[src/rtl/dc_pixel_assembler_pkg.sv]
// -----------------------------------------------------------------------------
// dc_pixel_assembler_pkg
// Shared definitions for the Dreamcast half-pixel assembler:
//   - state_t       : capture state machine encoding
//   - GAMMA_BYPASS  : gamma selector value presented out of reset
//   - bit-field positions of the two 12-bit half-pixel phases
//       phase A = {R[7:0], G[7:4]}, phase B = {G[3:0], B[7:0]}
// -----------------------------------------------------------------------------
package dc_pixel_assembler_pkg;

    typedef enum logic [1:0] {
        WAIT_VSYNC = 2'd0,
        WAIT_HSYNC = 2'd1,
        ACTIVE     = 2'd2
    } state_t;

    localparam logic [4:0] GAMMA_BYPASS = 5'h1F;

    localparam int HALF_W  = 12;

    // Phase A fields
    localparam int A_R_MSB = 11;
    localparam int A_R_LSB = 4;
    localparam int A_G_MSB = 3;
    localparam int A_G_LSB = 0;

    // Phase B fields
    localparam int B_G_MSB = 11;
    localparam int B_G_LSB = 8;
    localparam int B_B_MSB = 7;
    localparam int B_B_LSB = 0;

endpackage

[src/rtl/dc_sync_edge.sv]
// -----------------------------------------------------------------------------
// dc_sync_edge
// Registers one sync input and reports single-cycle rise/fall pulses derived
// from the registered value and its previous value.
// Ports:
//   clock  in   pixel-bus clock
//   resetn in   asynchronous active-low reset
//   raw    in   sync from the video bus
//   level  out  registered sync (input stage S0)
//   rise   out  S0 went 0 -> 1 this cycle
//   fall   out  S0 went 1 -> 0 this cycle
// -----------------------------------------------------------------------------
module dc_sync_edge
    import dc_pixel_assembler_pkg::*;
(
    input  logic clock,
    input  logic resetn,
    input  logic raw,
    output logic level,
    output logic rise,
    output logic fall
);

    logic prev;

    always_ff @(posedge clock or negedge resetn) begin
        if (!resetn) begin
            level <= 1'b0;
            prev  <= 1'b0;
        end else begin
            level <= raw;
            prev  <= level;
        end
    end

    assign rise = level & ~prev;
    assign fall = ~level & prev;

endmodule

[src/rtl/dc_pixel_assembler.sv]
// -----------------------------------------------------------------------------
// dc_pixel_assembler
// Pairs two consecutive 12-bit Dreamcast half-pixels into one RGB888 pixel and
// emits it with aligned valid, syncs and x/y coordinates. The gamma selector is
// captured on each vsync rising edge so downstream gamma tables stay fixed for
// a whole frame.
//
// Pipeline: S0 (input register) -> assemble -> output; a phase-B half appears
// on out_r/g/b with out_valid three clocks after it is driven on in_data.
//
// Ports:
//   clock, resetn            pixel clock, asynchronous active-low reset
//   in_data[11:0]            half-pixel bus (phase A then phase B)
//   in_hsync, in_vsync       active-high syncs
//   gamma_config_in[4:0]     gamma selector, asynchronous to the frame
//   out_r/out_g/out_b[7:0]   assembled pixel
//   out_valid                one-cycle strobe per pixel
//   out_hsync, out_vsync     syncs delayed to match the pixel
//   out_x[H_BITS-1:0]        pixel index within line
//   out_y[V_BITS-1:0]        line index within frame
//   gamma_config_out[4:0]    frame-stable gamma selector
//   overflow                 sticky, set when out_x saturates
//   stat_line_pixels         pixels in last completed line (stats build)
//   stat_frame_lines         lines in last completed frame (stats build)
//
// Build option: DC_PIXEL_ASSEMBLER_STATS_EN enables the line/frame statistics;
// without it both stat ports are tied to zero.
// -----------------------------------------------------------------------------
module dc_pixel_assembler
    import dc_pixel_assembler_pkg::*;
#(
    parameter int H_BITS = 11,
    parameter int V_BITS = 10
) (
    input  logic              clock,
    input  logic              resetn,
    input  logic [11:0]       in_data,
    input  logic              in_hsync,
    input  logic              in_vsync,
    input  logic [4:0]        gamma_config_in,
    output logic [7:0]        out_r,
    output logic [7:0]        out_g,
    output logic [7:0]        out_b,
    output logic              out_valid,
    output logic              out_hsync,
    output logic              out_vsync,
    output logic [H_BITS-1:0] out_x,
    output logic [V_BITS-1:0] out_y,
    output logic [4:0]        gamma_config_out,
    output logic              overflow,
    output logic [H_BITS-1:0] stat_line_pixels,
    output logic [V_BITS-1:0] stat_frame_lines
);

    localparam logic [H_BITS-1:0] X_ONE = {{(H_BITS-1){1'b0}}, 1'b1};
    localparam logic [V_BITS-1:0] Y_ONE = {{(V_BITS-1){1'b0}}, 1'b1};

    state_t              state, state_nx;
    logic                phase;          // 0 = phase A, 1 = phase B
    logic [H_BITS-1:0]   x_cnt;          // pixels emitted on the current line
    logic [V_BITS-1:0]   y_cnt;
    logic                first_line;     // next hsync fall starts line 0
    logic                take_pix;
    logic                line_start;

    logic [HALF_W-1:0]   data_p0;
    logic [HALF_W-1:0]   hold_a;
    logic                hs_p0, hs_rise, hs_fall;
    logic                vs_p0, vs_rise, vs_fall_unused;

    logic [7:0]          r_p1, g_p1, b_p1;
    logic [H_BITS-1:0]   x_p1;
    logic [V_BITS-1:0]   y_p1;
    logic                vld_p1, hs_p1, vs_p1;

    // ---- Stage S0: input register and sync edge detection ----
    dc_sync_edge u_hsync_edge (
        .clock  (clock),
        .resetn (resetn),
        .raw    (in_hsync),
        .level  (hs_p0),
        .rise   (hs_rise),
        .fall   (hs_fall)
    );

    dc_sync_edge u_vsync_edge (
        .clock  (clock),
        .resetn (resetn),
        .raw    (in_vsync),
        .level  (vs_p0),
        .rise   (vs_rise),
        .fall   (vs_fall_unused)
    );

    always_ff @(posedge clock) begin
        data_p0 <= in_data;
    end

    // Vsync is resolved first so a simultaneous hsync fall starts line 0.
    always_comb begin
        state_nx   = state;
        take_pix   = 1'b0;
        line_start = 1'b0;
        if (vs_rise) begin
            if (hs_fall) begin
                state_nx   = ACTIVE;
                line_start = 1'b1;
            end else begin
                state_nx   = WAIT_HSYNC;
            end
        end else begin
            case (state)
                WAIT_VSYNC: state_nx = WAIT_VSYNC;
                WAIT_HSYNC: begin
                    if (hs_fall) begin
                        state_nx   = ACTIVE;
                        line_start = 1'b1;
                    end
                end
                ACTIVE: begin
                    // hsync rising wins over a coincident phase-B half, so a
                    // dangling phase-A half is dropped.
                    if (hs_rise) begin
                        state_nx = WAIT_HSYNC;
                    end else if (phase) begin
                        take_pix = 1'b1;
                        if (x_cnt == '1) state_nx = WAIT_VSYNC;
                    end
                end
                default: state_nx = WAIT_VSYNC;
            endcase
        end
    end

    always_ff @(posedge clock or negedge resetn) begin
        if (!resetn) begin
            state            <= WAIT_VSYNC;
            phase            <= 1'b0;
            x_cnt            <= '0;
            y_cnt            <= '0;
            first_line       <= 1'b0;
            overflow         <= 1'b0;
            gamma_config_out <= GAMMA_BYPASS;
        end else begin
            state <= state_nx;

            if (line_start) begin
                phase <= 1'b0;
                x_cnt <= '0;
            end else if (state == ACTIVE) begin
                phase <= ~phase;
            end

            if (take_pix) begin
                if (x_cnt == '1) overflow <= 1'b1;
                else             x_cnt    <= x_cnt + X_ONE;
            end

            if (vs_rise) begin
                y_cnt            <= '0;
                first_line       <= 1'b1;
                gamma_config_out <= gamma_config_in;
            end

            if (line_start) begin
                if (vs_rise || first_line) first_line <= 1'b0;
                else if (y_cnt != '1)      y_cnt      <= y_cnt + Y_ONE;
            end
        end
    end

    // ---- Stage p1: assemble ----
    always_ff @(posedge clock) begin
        if (state == ACTIVE && !phase) begin
            hold_a <= data_p0;
        end
        if (take_pix) begin
            r_p1 <= hold_a[A_R_MSB:A_R_LSB];
            g_p1 <= {hold_a[A_G_MSB:A_G_LSB], data_p0[B_G_MSB:B_G_LSB]};
            b_p1 <= data_p0[B_B_MSB:B_B_LSB];
            x_p1 <= x_cnt;
            y_p1 <= y_cnt;
        end
    end

    always_ff @(posedge clock or negedge resetn) begin
        if (!resetn) begin
            vld_p1 <= 1'b0;
            hs_p1  <= 1'b0;
            vs_p1  <= 1'b0;
        end else begin
            vld_p1 <= take_pix;
            hs_p1  <= hs_p0;
            vs_p1  <= vs_p0;
        end
    end

    // ---- Stage p2: output ----
    always_ff @(posedge clock or negedge resetn) begin
        if (!resetn) begin
            out_valid <= 1'b0;
            out_hsync <= 1'b0;
            out_vsync <= 1'b0;
            out_r     <= '0;
            out_g     <= '0;
            out_b     <= '0;
            out_x     <= '0;
            out_y     <= '0;
        end else begin
            out_valid <= vld_p1;
            out_hsync <= hs_p1;
            out_vsync <= vs_p1;
            if (vld_p1) begin
                out_r <= r_p1;
                out_g <= g_p1;
                out_b <= b_p1;
                out_x <= x_p1;
                out_y <= y_p1;
            end
        end
    end

`ifdef DC_PIXEL_ASSEMBLER_STATS_EN
    always_ff @(posedge clock or negedge resetn) begin
        if (!resetn) begin
            stat_line_pixels <= '0;
            stat_frame_lines <= '0;
        end else begin
            // x_cnt already equals the final out_x + 1 when the line closes.
            if (hs_rise && !vs_rise && state == ACTIVE) stat_line_pixels <= x_cnt;
            if (vs_rise) stat_frame_lines <= y_cnt + Y_ONE;
        end
    end
`else
    assign stat_line_pixels = '0;
    assign stat_frame_lines = '0;
`endif

endmodule

[config.mk]
export PLATFORM = sky130hd
export DESIGN_NAME = dc_pixel_assembler
export DESIGN_NICKNAME = d
export VERILOG_FILES = /design/src/rtl/dc_pixel_assembler_pkg.sv /design/src/rtl/dc_sync_edge.sv /design/src/rtl/dc_pixel_assembler.sv
export SDC_FILE = /design/constraint.sdc
export NUM_CORES = 1
export LEC_CHECK = 0
export ABC_AREA = 1
export ABC_CLOCK_PERIOD_IN_PS = 1900
export BUFFER_PORTS_ARGS = -buffer_cell sky130_fd_sc_hd__buf_4
export CORE_MARGIN = 3
export CORE_UTILIZATION = 50
export CTS_CLUSTER_SIZE = 24
export DETAILED_ROUTE_END_ITERATION = 7
export PLACE_DENSITY_LB_ADDON = 0.1
export SLEW_MARGIN = 20
export SYNTH_ARGS = -nofsm -noshare
export SYNTH_HDL_FRONTEND = slang
export SYNTH_SLANG_ARGS = --single-unit
[constraint.sdc]
create_clock -name clock -period 1.9 [get_ports clock]
set_input_delay 0.19 -clock clock [delete_from_list [all_inputs] [get_ports clock]]
set_output_delay 0.19 -clock clock [all_outputs]
set_load 0.01 [all_outputs]
-- After elaboration in Yosys (flattened, before gate mapping)
Index checks and enable logic that the tools add are counted.
- add/sub/neg operators: 2
- equal/unequal tests: 7
- mux-type cells: 26
- bitwise gates (word level): 7
- reductions and logical operators: 6
- operator list (cell ; count):
    $mux 10 ; 4
    $mux 11 ; 3
    $mux 1 ; 12
    $mux 2 ; 6
    $add 11x1->11 const B ; 1
    $eq 11x11->1 const B ; 1
    $add 10x1->10 const B ; 1
    $ne 10x10->1 const B ; 1
    $ne 4x3->1 const B ; 1
    $ne 4x4->1 const B ; 1
    $not 1->1 ; 4
    $pmux 2 s2 ; 1
    $and 1x1->1 ; 3
    $ne 3x3->1 const B ; 1
    $reduce_and 3->1 ; 1
    $eq 2x1->1 const B ; 1
    $eq 2x2->1 const B ; 1
    $reduce_and 2->1 ; 1
    $reduce_bool 2->1 ; 1
    $logic_and 1x1->1 ; 1
    $logic_not 1->1 ; 1
    $logic_or 1x1->1 ; 1
- register bits after elaboration: 153
- input bits: 21
- output and inout port bits: 75
- word-level logic and storage cells: 75

-- Depth between registers and ports, before layout
Gate-level depths: netlist of run 1.
- depth in word-level cells: 8
- mapped depth: 10
- mapped depth without buffers: 10

-- By module
A second synthesis of run 1 with hierarchy kept.
- cell total of the unflattened synthesis: 445
- area total of the unflattened synthesis: 5823.1 um^2
- by module, submodules not included (module ; instances ; cells an instance ; area an instance (um^2) ; sequential area each (um^2)):
    dc_pixel_assembler ; 1 ; 433 ; 5693.0 ; 4010.1
    dc_sync_edge ; 2 ; 6 ; 65.1 ; 50.0

-- Least setup slack after synthesis of run 1
Ideal clock, no wire load.
- kind: reg-to-reg
- from: register state[0]
- to: register x_cnt[6]
- library setup time: 0.127 ns
- data arrival time: 1.652 ns
- required time: 1.773 ns
- slack: 0.120 ns
- stages on the path, launching flop included: 9
- buffers on the path: 0
- clock period less this slack: 1.780 ns
- cell sequence: dfrtp_1 > nor2_4 > nand2_2 > nor2_4 > nand2_4 > inv_2 > nand2_2 > nand3_1 > o21ai_0
- elaborated cells between the ends (all ways): 9
- those cells by class: eq/ne: 2; mux: 7
- RTL lines (item ; line ; text):
    start: declaration ; dc_pixel_assembler.sv:58 ; state_t state, state_nx;
    start signal: assignment ; dc_pixel_assembler.sv:145 ; state <= state_nx;
    $eq 2x2->1 ; dc_pixel_assembler.sv:112 ; case (state)
    $mux 1 ; dc_pixel_assembler.sv:112 ;
    $mux 1 ; dc_pixel_assembler.sv:104 ; if (vs_rise) begin
    via take_pix ; dc_pixel_assembler.sv:63 ; logic take_pix;
    $mux 11 ; dc_pixel_assembler.sv:154 ; if (take_pix) begin
    end signal: assignment ; dc_pixel_assembler.sv:156 ; else x_cnt <= x_cnt + X_ONE;
    end: declaration ; dc_pixel_assembler.sv:60 ; logic [H_BITS-1:0] x_cnt;
The timed path passes the listed nets, and every way through them passes these cells.
A chain may end at the register's enable or synchronous reset.

-- Final worst setup path of run 1
- from: register state[0]
- to: register x_cnt[8]
Same word-level chain as after synthesis.

==> metrics.yaml, run 1 <==
power.density_mw_per_mm2: 1240
ant_nets: 0
synth_xor_area_frac: 0.00761
cp_data_arrival_time_ns: 1.85
cp_max_fo: 34
syn_inst: 428
setup_slack_ns: 0.342
synthSimpleGateAreaFrac: 0.115
avgViaCountPerCell: 4.93
setup_viol: 0
antenna_found_initial: 0
worstPathCellList: "nor2_4 -> nand2_2 -> nor2_4 -> nand2_4 -> inv_2 -> buf_12 -> nand2_2 -> nand3_1 -> o21ai_0"
synth_mux_area_frac: 0.0881
cts_tree: "built"
io_pins: 96
clock_latency_ns: 0.41
syn_area_mm2: 0.00575
r2r-end: "x_cnt[8]"
drc: 0
fillCellCount: 824
postRouteWirelength_um: 10000
maxCapViolCount: 0
drt_iter0_markers: 140
synth_warnings: 0
cts_sinks: 153
rows: 38
die_width_um: 113
place_hpwl_um: 6580
min_period_ns: 1.56
p_leak_nw: 3.27
grt_overflow: 0
ctsResizeCount: 0
max_freq_mhz: 642
n_antenna_cell: 0
ys_ff_latch: 153
core_area_mm2: 0.0110
clock_skew_ns: 0.00570
ff2ff_path_depth: 9
grt_pass1_vias: 3388
post_dp_cell_area_mm2: 0.00646
cts.htree.levels: 4
path_buf_inv: 2
ir_drop_v: 0.000980
fin_nets: 565
die_h_um: 113
drive_gt1_frac: 0.346
postLayoutCoreUtil: 0.652
grt_setup_unrepaired: "false"
cp-start-kind: "register"
design_area_mm2: 0.00719
synth_area_per_cell_um2: 13.4
rr_startpoint: "state[0]"
critPathTopFamily: "simple AND/OR/NAND/NOR gates"
cts_buffers: 17
place.gp.congestion: 0.916
hold_violations: 0
cp_data_required_time_ns: 2.19
synth_top_family_by_area: "simple AND/OR/NAND/NOR gates"
power_w: 0.00891
finalCritPeriodShare: 0.820
start_util: 0.522
multiInputGateArea_mm2: 0.00146
grt_pass1_wl_um: 16700
io_buffers: 74
cts_root_buffer: "clkbuf_16"
gr-usage-all-layers: 0.166
outcome: "completed"
path_class: "register to register"
tns_ns: 0
synthAdderAreaFrac: 0.00435
synth_compound_area_frac: 0.0239
final-seq-area_mm2: 0.00406
cpPeakStageDelay_ns: 0.42
maxSlewViolCount: 0
r2r_setup_slack_ns: 0.34
yosysSeqAreaShare: 0.706
die-area_mm2: 0.0128
hold_class: "input pin to asynchronous set/reset pin"
cp-end-kind: "register"
syn_to_final_growth_pct: 24.9
post_drt_wl_per_cell_um: 14.4
vias: 3427
clock_path_buffers: 2
preCtsSetupSlack_ns: 0.345
slowest_stage: "dfrtp_1"
synth.distinct_cells: 35
firstDrtPassIters: 4
grt_max_degree: 41
clk_pin_slew_ns: 0.06
[power breakdown]
group | switching (W) | internal, W
logic | 0.000698 | 0.000951
clock network | 0.00130 | 0.00167
registers | 0.000309 | 0.00398
total | 0.00231 | 0.00660
[routing by layer]
metal,wire length (um),vias up,global-route usage
li1,-,1627,-
met1,4360,1688,0.212
met2,4990,101,0.269
met3,574,11,0.0545
met4,114,0,0.0553
met5,0,-,0
[sequential cells by signal, summed over array words and instances (netlist names), 10 cells and up]
register,count
out_x,11
y_cnt,10
out_y,10
y_p1,10
x_p1,11
hold_a,12
x_cnt,11
data_p0,12
[Yosys cell counts, drive strengths merged]
| master | n | area share |
|---|---|---|
| nor2 | 28 | 0.029 |
| edfxtp | 57 | 0.30 |
| or2 | 1 | 0.0011 |
| dfrtp | 79 | 0.34 |
| dfstp | 5 | 0.023 |
| dfxtp | 12 | 0.042 |
| buf | 28 | 0.035 |
| conb | 1 | 0.00065 |
| ha | 2 | 0.0043 |
| mux2 | 45 | 0.088 |
| inv | 30 | 0.020 |
| a32o | 1 | 0.0017 |
| xnor2 | 1 | 0.0015 |
| nand3b | 1 | 0.0013 |
| nor3 | 2 | 0.0017 |
| nand4 | 3 | 0.0043 |
| nand2 | 86 | 0.061 |
| o21bai | 2 | 0.0026 |
| nand3 | 18 | 0.017 |
| a21oi | 3 | 0.0026 |
| xor2 | 4 | 0.0061 |
| a21boi | 1 | 0.0013 |
| o21ai | 18 | 0.016 |
[final cells by class]
type | count | share of cell area
timing repair buffer | 103 | 0.118
clock inverter | 14 | 0.0136
tap | 140 | 0.0244
multi-input combinational | 237 | 0.203
inverter | 30 | 0.0160
clock buffer | 18 | 0.0597
sequential | 153 | 0.565
[through the flow]
step / hold slack (ns) / cells
floorplan: -0.106 / 448
global placement: 0.176 / 643
detailed placement: 0.178 / 643
CTS: 0.282 / 695
global route: 0.304 / 695
finish: 0.277 / 695
[what timing repair did]
item	4_1_cts	5_1_grt
setup buffers	0	0
hold buffers	20	0
endpoints found under the hold margin	45	0
[layout by cell type (no fill, tap or decap), types with 4 or more instances in the layout]
cell           instances
dfstp_2                5
buf_4                 81
o21ai_1                4
o21ai_0               14
inv_6                  4
inv_1                 25
dfxtp_1               12
clkbuf_16             17
xor2_1                 4
nand2_1               76
mux2_2                45
edfxtp_1              57
inv_2                  4
nand2_2                9
clkinv_2               4
conb_1                21
nor2_4                 5
nor2_1                19
dlygate4sd3_1         20
dfrtp_1               78
nand3_1               17
clkinvlp_4             4
[logic make-up (layout without fill, tap and decap cells)]
family / after synthesis / after routing
compound gates: 25 / 25
mux: 45 / 45
flops: 153 / 153
buf+inv: 58 / 165
fa+ha+maj: 2 / 2
simple gates: 139 / 139
other cells: 1 / 21
xor+xnor: 5 / 5
[worst max path at each step]
| stage | depth (start not counted) | from | slack [ns] | end |
|---|---|---|---|---|
| after floorplan | 8 | state[0] | 0.12 | x_cnt[6] |
| after global placement | 9 | x_cnt[0] | 0.41 | x_cnt[7] |
| after detailed placement | 9 | state[0] | 0.34 | x_cnt[8] |
| after CTS | 9 | state[0] | 0.33 | x_cnt[8] |
| after global routing | 8 | y_cnt[1] | 0.19 | y_cnt[0] |
| final | 9 | state[0] | 0.34 | x_cnt[8] |
Power figures use the tool's default switching activity.
==> run 2, diff against run 1 <==
--- a/config.mk
+++ b/config.mk
@@ -6,7 +6,7 @@
 export NUM_CORES = 1
 export LEC_CHECK = 0
 export ABC_AREA = 1
-export ABC_CLOCK_PERIOD_IN_PS = 1900
+export ABC_CLOCK_PERIOD_IN_PS = 1300
 export BUFFER_PORTS_ARGS = -buffer_cell sky130_fd_sc_hd__buf_4
 export CORE_MARGIN = 3
 export CORE_UTILIZATION = 50
==> constraint.sdc (replaced) <==
create_clock -name clock -period 1.3 [get_ports clock]
set_input_delay 0.13 -clock clock [delete_from_list [all_inputs] [get_ports clock]]
set_output_delay 0.13 -clock clock [all_outputs]
set_load 0.01 [all_outputs]
==> run 2 against run 1 <==
  * The flow now finishes with violations (negative setup slack)
  * Setup slack worse by 0.45 ns
  * Clock skew rose by 0.0075 ns
  * Flip-flop and latch count unchanged
  * Clock power grew 51%
  * Die area unchanged
==> metrics.yaml, run 2 (synthesized netlist as in run 1, its figures left out) <==
path_class: "register to register"
cts_tree: "built"
fillCellCount: 745
timing.hold.ws_ns: 0.178
core_area_mm2: 0.0110
vias: 3731
drt_iter0_markers: 206
io_buffers: 74
place.gp.congestion: 0.851
cp-startpoint: "u_vsync_edge.level"
path_buf_inv: 4
drive_gt1_frac: 0.467
grt_pass1_vias: 3772
maxSlewViolCount: 0
layout_commonest_cell: "buf_4"
cts.htree.levels: 4
maxCapViolCount: 0
n_antenna_cell: 0
rows: 38
cpPeakStageDelay_ns: 0.40
cts_root_buffer: "clkbuf_16"
avgViaCountPerCell: 4.95
ant_nets: 0
crit_end: "y_cnt[9]"
start_util: 0.522
worstPathCellList: "nand2_4 -> buf_6 -> buf_6 -> inv_4 -> nor2_8 -> nand3_4 -> nand2_4 -> inv_4 -> nand2_2 -> nand2_1"
postRouteWirelength_um: 11100
dp.cells: 687
outcome: "finished, violations left"
reg.largest.list: "data_p0: 12 flops, hold_a: 12 flops"
place_hpwl_um: 7120
max_freq_mhz: 713
power.density_mw_per_mm2: 1690
fin_nets: 624
clock_path_buffers: 2
violations: "negative setup slack"
finalCritPeriodShare: 1.08
cp_data_arrival_time_ns: 1.71
ff2ff_path_depth: 10
setup_slack_ns: -0.103
hold_class: "input pin to asynchronous set/reset pin"
syn_to_final_growth_pct: 38.9
die-area_mm2: 0.0128
antenna_found_initial: 0
setup_viol: 72
clk_pin_slew_ns: 0.06
grt_pass1_wl_um: 18100
cp-start-kind: "register"
path_depth: 10
critPathTopFamily: "simple AND/OR/NAND/NOR gates"
preCtsSetupSlack_ns: -0.145
layout_common_cells: "buf_4 (126), dfrtp_1 (77), nand2_1 (68)"
layout.cells.non_filler: 754
rr_startpoint: "u_vsync_edge.level"
tns_ns: -4.26
slowest_stage: "dfrtp_1"
clock_latency_ns: 0.42
r2r-end: "y_cnt[9]"
r2r_setup_slack_ns: -0.10
clock_skew_ns: 0.0132
min_period_ns: 1.40
cp_data_required_time_ns: 1.61
die_h_um: 113
grt_overflow: 0
post_drt_wl_per_cell_um: 14.8
io_pins: 96
hold_violations: 0
gr-usage-all-layers: 0.182
firstDrtPassIters: 4
die_width_um: 113
cts_buffers: 17
grt_setup_unrepaired: "true"
p_leak_nw: 3.65
drc: 0
cp_max_fo: 6
grt_max_degree: 28
cp-end-kind: "register"
cts_sinks: 153
ir_drop_v: 0.00105
==> run 2: stage by stage <==
stage          power, W   util  instance area, um2
4_1_cts          0.0135  0.699                7710
5_1_grt          0.0141  0.725                8000
6_report         0.0135  0.725                8000
3_5_place_dp    0.00894  0.627                6920
2_1_floorplan   0.00748      -                5860
3_3_place_gp    0.00884  0.627                6920
==> run 2: routing by layer <==
layer  global-route usage  up-vias  wire length, um
met3               0.0540       19              571
met5                    0        -                0
met4               0.0777        0              210
met1                0.221     1856             4580
met2                0.303      100             5790
li1                     -     1756                -
==> run 2: power breakdown <==
group	internal [W]	total (W)	leakage, nW	switching, W
registers	0.00582	0.00625	1.72	0.000428
clock network	0.00265	0.00449	0.260	0.00184
logic	0.00159	0.00273	1.67	0.00115
==> run 2: timing repair <==
item,in CTS,in global routing
hold endpoints to repair,103,0
buffers inserted,1,13
setup endpoints to repair,66,78
pin swaps,3,4
hold buffers,20,0
gates cloned,0,1
gates resized for setup,14,52
==> run 2: how the worst min path moves through the flow <==
stage | depth (start not counted) | slack (ns) | start | endpoint
after detailed placement | 1 | 0.08 | resetn | out_b[6]
after CTS | 2 | 0.18 | resetn | out_b[6]
final | 2 | 0.18 | resetn | out_b[6]
after floorplan | 0 | -0.17 | resetn | first_line
after global placement | 1 | 0.08 | resetn | out_b[6]
after global routing | 2 | 0.20 | resetn | out_b[6]
==> run 2: layout make-up <==
type,instances,area (um2),area share
flip-flops and latches,153,4060,0.508
inverters,30,135,0.0169
repair buffers,162,1440,0.180
clock inverters,13,105,0.0131
clock buffers,19,443,0.0554
multi-input cells,237,1640,0.205
well taps,140,175,0.0219
==> run 3, diff against run 2 <==
--- a/config.mk
+++ b/config.mk
@@ -8,7 +8,6 @@
 export ABC_AREA = 1
 export ABC_CLOCK_PERIOD_IN_PS = 1300
 export BUFFER_PORTS_ARGS = -buffer_cell sky130_fd_sc_hd__buf_4
-export CORE_MARGIN = 3
 export CORE_UTILIZATION = 50
 export CTS_CLUSTER_SIZE = 24
 export DETAILED_ROUTE_END_ITERATION = 7
==> run 3 against run 2 <==
  * The flow still finishes with violations (negative setup slack)
  * Final cell count down 0.80%
  * First-iteration DRC count down 59%
  * Utilization is 0.15 points lower
  * Critical path type unchanged
==> metrics.yaml, run 3 (synthesized netlist as in run 1, its figures left out) <==
drc: 0
layout_commonest_cell: "buf_4"
clock_path_buffers: 2
multiInputGateArea_mm2: 0.00164
ir_drop_v: 0.00113
die_h_um: 109
grt_pass1_wl_um: 17100
clock_latency_ns: 0.42
final-seq-area_mm2: 0.00406
clk_pin_slew_ns: 0.06
grt_max_degree: 31
busiest_layer: "met2"
cts_buffers: 17
fillCellCount: 777
path_class: "register to register"
start_util: 0.522
hold_violations: 0
grt_overflow: 0
use_met3: 0.0556
grt_util_met2: 0.322
reg.largest.list: "data_p0: 12 flops, hold_a: 12 flops"
finalCritPeriodShare: 1.06
io_buffers: 74
max_freq_mhz: 728
postRouteWirelength_um: 10600
maxSlewViolCount: 0
cp-end-kind: "register"
place_hpwl_um: 6860
drive_gt1_frac: 0.456
tns_ns: -3.44
avgViaCountPerCell: 4.91
io_pins: 96
core_area_mm2: 0.0110
timing.hold.ws_ns: 0.180
place.gp.congestion: 0.840
n_antenna_cell: 0
cp_max_fo: 13
gr-usage-all-layers: 0.196
ant_nets: 0
critPathTopFamily: "flip-flops"
cts_root_buffer: "clkbuf_16"
cp_data_required_time_ns: 1.43
grt_pass1_vias: 3612
power.density_mw_per_mm2: 1730
grtUsageMet1: 0.239
antenna_found_initial: 0
setup_slack_ns: -0.0738
min_period_ns: 1.37
grt_setup_unrepaired: "true"
slowest_stage: "dfrtp_1"
cp_data_arrival_time_ns: 1.51
vias: 3673
firstDrtPassIters: 4
outcome: "finished, violations left"
post_drt_wl_per_cell_um: 14.2
layout_common_cells: "buf_4 (117), dfrtp_1 (78), nand2_1 (67)"
fin_nets: 618
cpPeakStageDelay_ns: 0.41
worst_path_most_repeated_cell: "nor2_4"
cp-start-kind: "register"
power_w: 0.0138
cts.htree.levels: 4
syn_to_final_growth_pct: 38.7
cts_sinks: 153
cts_tree: "built"
clock_skew_ns: 0.00463
path_buf_inv: 2
drt_iter0_markers: 85
p_leak_nw: 3.62
setup_viol: 71
hold_class: "input pin to asynchronous set/reset pin"
die_width_um: 109
rows: 38
worstPathCellList: "nor2_4 -> nand2_2 -> nor2_4 -> nand2_4 -> inv_12 -> buf_12"
postLayoutCoreUtil: 0.723
violations: "negative setup slack"
die-area_mm2: 0.0119
maxCapViolCount: 0
-- run 3: power breakdown --
part / internal (W) / switching (W)
logic: 0.00156 / 0.00113
registers: 0.00582 / 0.000439
clock network: 0.00299 / 0.00183
-- run 3: area by class of cell --
| class | instances | share of cell area |
|---|---|---|
| sequential | 153 | 0.509 |
| clock inverter | 14 | 0.0194 |
| tap | 140 | 0.0220 |
| timing repair buffer | 156 | 0.173 |
| clock buffer | 18 | 0.0538 |
| inverter | 30 | 0.0169 |
| multi-input combinational | 237 | 0.206 |
-- run 3: per-layer routing --
layer  wire, um  vias to the layer above
li1           -                     1740
met5          0                        -
met3        473                       17
met2       5310                       92
met4        228                        0
met1       4620                     1824
-- run 3: what timing repair did --
action                                 CTS  global route
setup buffers                            4             6
hold buffers                            20             0
setup endpoints to repair               68            80
pin swaps                                7            13
gates resized for setup                 25            49
endpoints found under the hold margin   78             0
gates cloned                             1             0
-- run 3: path summary, 6_finish.rpt --
kind                                     end  cells after the start               start  slack (ns)
hold reg to reg            u_hsync_edge.prev                      0  u_hsync_edge.level        0.37
min in group clock                data_p0[8]                      2          in_data[8]        0.35
setup / recovery                     y_p1[6]                      6            state[0]       -0.07
setup reg to reg                     y_p1[6]                      6            state[0]       -0.07
max in group asynchronous           out_b[3]                      3              resetn        0.60
hold / removal                      out_r[0]                      2              resetn        0.18
-- run 3: through the flow --
step | instance area [um2] | std cells | setup slack, ns
after floorplan | 5860 | 448 | -0.0584
after global placement | 6880 | 685 | -0.0589
after detailed placement | 6880 | 685 | -0.0807
after CTS | 7800 | 742 | -0.0756
after global routing | 7980 | 748 | -0.148
final | 7980 | 748 | -0.0738
